`config.mk`:
```
export PLATFORM = sky130hd
export DESIGN_NAME = stage_mem
export DESIGN_NICKNAME = d
export VERILOG_FILES = /design/src/rtl/stage_mem.sv
export SDC_FILE = /design/constraint.sdc
export NUM_CORES = 1
export LEC_CHECK = 0
export BUFFER_PORTS_ARGS = -buffer_cell sky130_fd_sc_hd__clkbuf_2
export CORE_AREA = 4 4 84 164
export CTS_CLUSTER_SIZE = 28
export DETAILED_ROUTE_END_ITERATION = 8
export DIE_AREA = 0 0 88 168
export GPL_TIMING_DRIVEN = 0
export PLACE_DENSITY = 0.86
export SYNTH_ARGS = -nofsm -noshare
export SYNTH_HDL_FRONTEND = slang
export SYNTH_SLANG_ARGS = --single-unit
```
`constraint.sdc`:
```
create_clock -name clk -period 4 [get_ports clk]
set_clock_uncertainty 0.1 [all_clocks]
set_input_delay 0.4 -clock clk [delete_from_list [all_inputs] [get_ports clk]]
set_output_delay 0.4 -clock clk [all_outputs]
set_load 0.005 [all_outputs]
```
`src/rtl/stage_mem.sv`:
```
// MEM pipeline stage: holds the EX result, waits for the data SRAM response of
// loads/stores, extracts load data and feeds WB plus the ID bypass network.
module stage_mem (
    input  logic        clk,
    input  logic        rst_n,
    input  logic        allowout,
    input  logic        validin,
    output logic        allowin,
    output logic        validout,
    input  logic [31:0] input_pc,
    output logic [31:0] output_pc,
    input  logic [4:0]  input_rf_waddr,
    input  logic        input_rf_we,
    input  logic [31:0] input_alu_result,
    input  logic        input_mem_req,
    input  logic [2:0]  input_load_op,
    input  logic        data_sram_data_ok,
    input  logic [31:0] data_sram_rdata,
    output logic [4:0]  output_rf_waddr,
    output logic        output_rf_we,
    output logic [31:0] output_rf_wdata,
    output logic        fwd_valid,
    output logic [4:0]  fwd_waddr,
    output logic [31:0] fwd_wdata,
    output logic        fwd_pending
);

    typedef enum logic [1:0] {S_IDLE, S_WAIT, S_HOLD} state_t;

    state_t      state, state_nxt;
    logic        valid;
    logic [31:0] pc_r;
    logic [4:0]  waddr_r;
    logic        rf_we_r;
    logic [31:0] alu_r;
    logic        mem_req_r;
    logic [2:0]  load_op_r;
    logic [31:0] buf_r;

    logic        readygo;
    logic        flush;
    logic        capture;
    logic        is_load;
    logic [31:0] src;
    logic [7:0]  byte_sel;
    logic [15:0] half_sel;
    logic [31:0] wdata;

    assign readygo  = !mem_req_r || (state == S_HOLD) ||
                      (state == S_WAIT && data_sram_data_ok);
    assign validout = valid && readygo;
    assign allowin  = !valid || (readygo && allowout);
    assign flush    = validin && allowin;
    // A response that WB cannot take this cycle must be parked, since the SRAM
    // only presents rdata for the single data_ok cycle.
    assign capture  = (state == S_WAIT) && data_sram_data_ok && !allowout;

    always_ff @(posedge clk or negedge rst_n) begin
        if (!rst_n) begin
            state     <= S_IDLE;
            valid     <= 1'b0;
            pc_r      <= 32'h0;
            waddr_r   <= 5'h0;
            rf_we_r   <= 1'b0;
            alu_r     <= 32'h0;
            mem_req_r <= 1'b0;
            load_op_r <= 3'h0;
            buf_r     <= 32'h0;
        end else begin
            state <= state_nxt;
            if (allowin) begin
                valid <= validin;
            end
            if (flush) begin
                pc_r      <= input_pc;
                waddr_r   <= input_rf_waddr;
                rf_we_r   <= input_rf_we;
                alu_r     <= input_alu_result;
                mem_req_r <= input_mem_req;
                load_op_r <= input_load_op;
            end
            if (capture) begin
                buf_r <= data_sram_rdata;
            end
        end
    end

    always_comb begin
        state_nxt = state;
        case (state)
            S_IDLE: begin
                if (flush && input_mem_req) begin
                    state_nxt = S_WAIT;
                end
            end
            S_WAIT: begin
                if (data_sram_data_ok) begin
                    if (allowout) begin
                        state_nxt = (flush && input_mem_req) ? S_WAIT : S_IDLE;
                    end else begin
                        state_nxt = S_HOLD;
                    end
                end
            end
            S_HOLD: begin
                if (allowout) begin
                    state_nxt = (flush && input_mem_req) ? S_WAIT : S_IDLE;
                end
            end
            default: state_nxt = S_IDLE;
        endcase
    end

    always_comb begin
        src      = (state == S_HOLD) ? buf_r : data_sram_rdata;
        byte_sel = 8'h0;
        half_sel = alu_r[1] ? src[31:16] : src[15:0];
        is_load  = 1'b0;
        wdata    = alu_r;
        case (alu_r[1:0])
            2'd0:    byte_sel = src[7:0];
            2'd1:    byte_sel = src[15:8];
            2'd2:    byte_sel = src[23:16];
            default: byte_sel = src[31:24];
        endcase
        case (load_op_r)
            3'd1: begin is_load = 1'b1; wdata = {{24{byte_sel[7]}}, byte_sel}; end
            3'd2: begin is_load = 1'b1; wdata = {{16{half_sel[15]}}, half_sel}; end
            3'd3: begin is_load = 1'b1; wdata = src; end
            3'd4: begin is_load = 1'b1; wdata = {24'h0, byte_sel}; end
            3'd5: begin is_load = 1'b1; wdata = {16'h0, half_sel}; end
            default: begin is_load = 1'b0; wdata = alu_r; end
        endcase
    end

    assign output_pc       = pc_r;
    assign output_rf_waddr = waddr_r;
    assign output_rf_we    = validout && rf_we_r;
    assign output_rf_wdata = wdata;
    assign fwd_valid       = valid && rf_we_r && (waddr_r != 5'd0);
    assign fwd_waddr       = waddr_r;
    assign fwd_wdata       = wdata;
    assign fwd_pending     = fwd_valid && is_load && !readygo;

endmodule

```
==> out/results.ini <==
[power_and_ir_drop]
total_power_mw = 6.91
power.density_mw_per_mm2 = 921
p_leak_nw = 3.77
ir_drop_uv = 569

[cells_and_area]
area_growth_pct = 27.4
fin_util_pct = 59.8
drive_gt1_share_pct = 55.8
nFillCells = 1070
final_nets = 837

[routing]
routedWlPerCell_um = 19.7
routed_via_density = 5.42
drt_first_iter_violations = 274
antenna_left = 0
vias = 4778
drc = 0
routed_wirelength_um = 17400
first_pass_iters = 4

[global_routing]
grt_pass1_wl_um = 26900
antenna_found_initial = 1
met3_usage_pct = 4.51
first_global_vias = 5066
top_usage_layer = met2
grtUsageMet2_pct = 44.2
grt_use_met1_pct = 25.1
overflow = 0
grt_usage_pct = 23.9
grt_max_degree = 110

[floorplanning]
rows = 58
initial_utilization_pct = 46.9
die_w_um = 88
die_area_mm2 = 0.0148
core_mm2 = 0.0126
io_pins = 222
chipHeight_um = 168

[place]
gp_congestion = 0.970
hpwl_um = 13800
numPortBuffers = 221
place_ws_ns = 1.02

[sta]
fmaxAchievable_mhz = 290
fin_crit_ns = 3.45
setup-violations-final = 0
final_hold_viol_count = 0
holdWs_ns = 0.0526
final_max_slew_viol_count = 0
finalSetupTns_ns = 0
fin_crit_sh_pct = 86.3
slew_headroom_pct = 41.4
worst_slack_ns = 0.547
worstMarginPinSlew_ns = 0.879
rsz0062_at_grt = no

[setup_path]
r2r-start = state[0]$_DFFE_PN0P_
worstPathCellList = buf_2 -> xnor2_1 -> nor2_1 -> nor4b_1 -> o41ai_1 -> a211oi_1 -> buf_4 -> clkbuf_2
worstPathArrival_ns = 2.95
r2r_cells = 8
cp-end-kind = output port
crit_family = simple AND/OR/NAND/NOR gates
rr_endpoint = alu_r[1]$_DFFE_PN0N_
start_kind = flip-flop
path_buf_inv = 3
critPathMaxStageDelay_ns = 0.56
required_ns = 3.50
ff2ff_setup_slack_ns = 1.45
worst_path_max_delay_cell = nor4b_1
critPathMaxFanout = 8
worstSetupPathType = reg2out

[clocking]
cts_buffers = 9
cts_root_buffer = clkbuf_16
cts_setup_buffers = 0
cts_hold_buf = 0
clock_path_buffers = 2
cts_tree = yes
clk_latency_ns = 0.35
h-tree-depth = 3
cts_resized = 0
cts.clk_slew.worst_paths_ns = 0.08
clock-sinks = 109

[logic_synthesis]
ys_types = 53
synthesis.area_mm2 = 0.00589
ys_ff_latch = 109
syn_inst = 494
synth_top_area_cell = dfrtp_1
yosysWarnings = 0
avgSynthCellArea_um2 = 11.9
synth_edf_count = 0
synth_top_cell_area_share_pct = 46.3
synth_nets = 605
synthFlopType = dfrtp_1
synth-seq-area-share_pct = 46.3
synth-async-reset-ratio_pct = 100
synth_area_leaders = dfrtp_1 46%, mux2_2 21%, buf_4 5.5%

[job]
maxCapViolCount = 0

[outcome]
status = finished clean

[hold_path]
hold_class = in2async

## registers in the layout, indices dropped and copies added (netlist names)
name and cells:
mem_req_r 1, rf_we_r 1, state 2, valid 1, output_pc 32, alu_r 32
buf_r 32, fwd_waddr 5, load_op_r 3
## worst max-delay path by stage
stage / start / end / slack [ns] / cells after the start
CTS: load_op_r[0]$_DFFE_PN0N_ / output_rf_wdata[7] / 0.61 / 8
global placement: rst_n / output_pc[15]$_DFFE_PN0N_ / 0.87 / 1
finish: load_op_r[0]$_DFFE_PN0N_ / output_rf_wdata[7] / 0.55 / 8
detailed placement: load_op_r[0]$_DFFE_PN0N_ / output_rf_wdata[7] / 1.02 / 8
floorplan: state[0]$_DFFE_PN0P_ / output_rf_wdata[17] / 1.54 / 8
global route: load_op_r[0]$_DFFE_PN0N_ / output_rf_wdata[7] / 0.43 / 8
## cells in the mapped netlist, types with 3 or more instances
master    instances
nand2_1          19
a21oi_1          20
a21o_1            4
dfrtp_1         109
a32oi_1           5
nor3_1            6
o22ai_1           9
buf_2             8
buf_4            43
mux2i_1          32
nand2b_1          9
nor2_1           29
o21bai_1          3
o22a_1           16
nor2b_1           3
mux2_2          108
mux4_2            5
clkbuf_1         12
or3_1             3
nand3_1           3
inv_1             4
o21ai_0           5
## final cells by class
cell class,instances,area [um^2],area share (%)
Inverter,4,15.0,0.200
Clock inverter,6,80.1,1.07
Multi-Input combinational cell,315,2710,36.1
Clock buffer,10,229,3.05
Buffer,66,434,5.79
Tap cell,150,188,2.50
Timing Repair Buffer,221,1110,14.9
Sequential cell,109,2730,36.4
Antenna cell,1,2.50,0.0334
## report_power, final
part,internal [mW],switching [mW],total (mW)
Combinational,2.14,1.86,4.00
Sequential,1.65,0.337,1.99
Clock,0.499,0.427,0.926
Total,4.29,2.62,6.91
## metrics by stage
stage          instance area [um^2]  cells
2_1_floorplan                  5890    494
3_3_place_gp                   7180    865
3_5_place_dp                   7190    865
4_1_cts                        7500    881
5_1_grt                        7500    882
6_report                       7500    882
## placed cells by master (no fill, tap or decap), types with 13 or more instances in the layout
cell type	instances
nand2_1	19
mux2i_1	32
clkbuf_1	13
dfrtp_1	109
buf_4	43
a21oi_1	20
nor2_1	29
mux2_2	108
clkbuf_2	220
o22a_1	16
## kinds of logic after synthesis
group / count (synthesis) / share of synthesized area (%)
multiplexers: 146 / 28.3
flip-flops: 109 / 46.3
AO/OA/AOI/OAI: 86 / 11.0
AND/OR/NAND/NOR: 82 / 6.65
buffers and inverters: 70 / 7.63
XOR/XNOR: 1 / 0.149
## layer usage
metal	vias to the layer above	share of wire (%)
li1	2238	-
met4	0	3.9
met3	41	5.4
met1	2320	34
met2	179	56
met5	-	0
(Power assumes the default switching activity.)
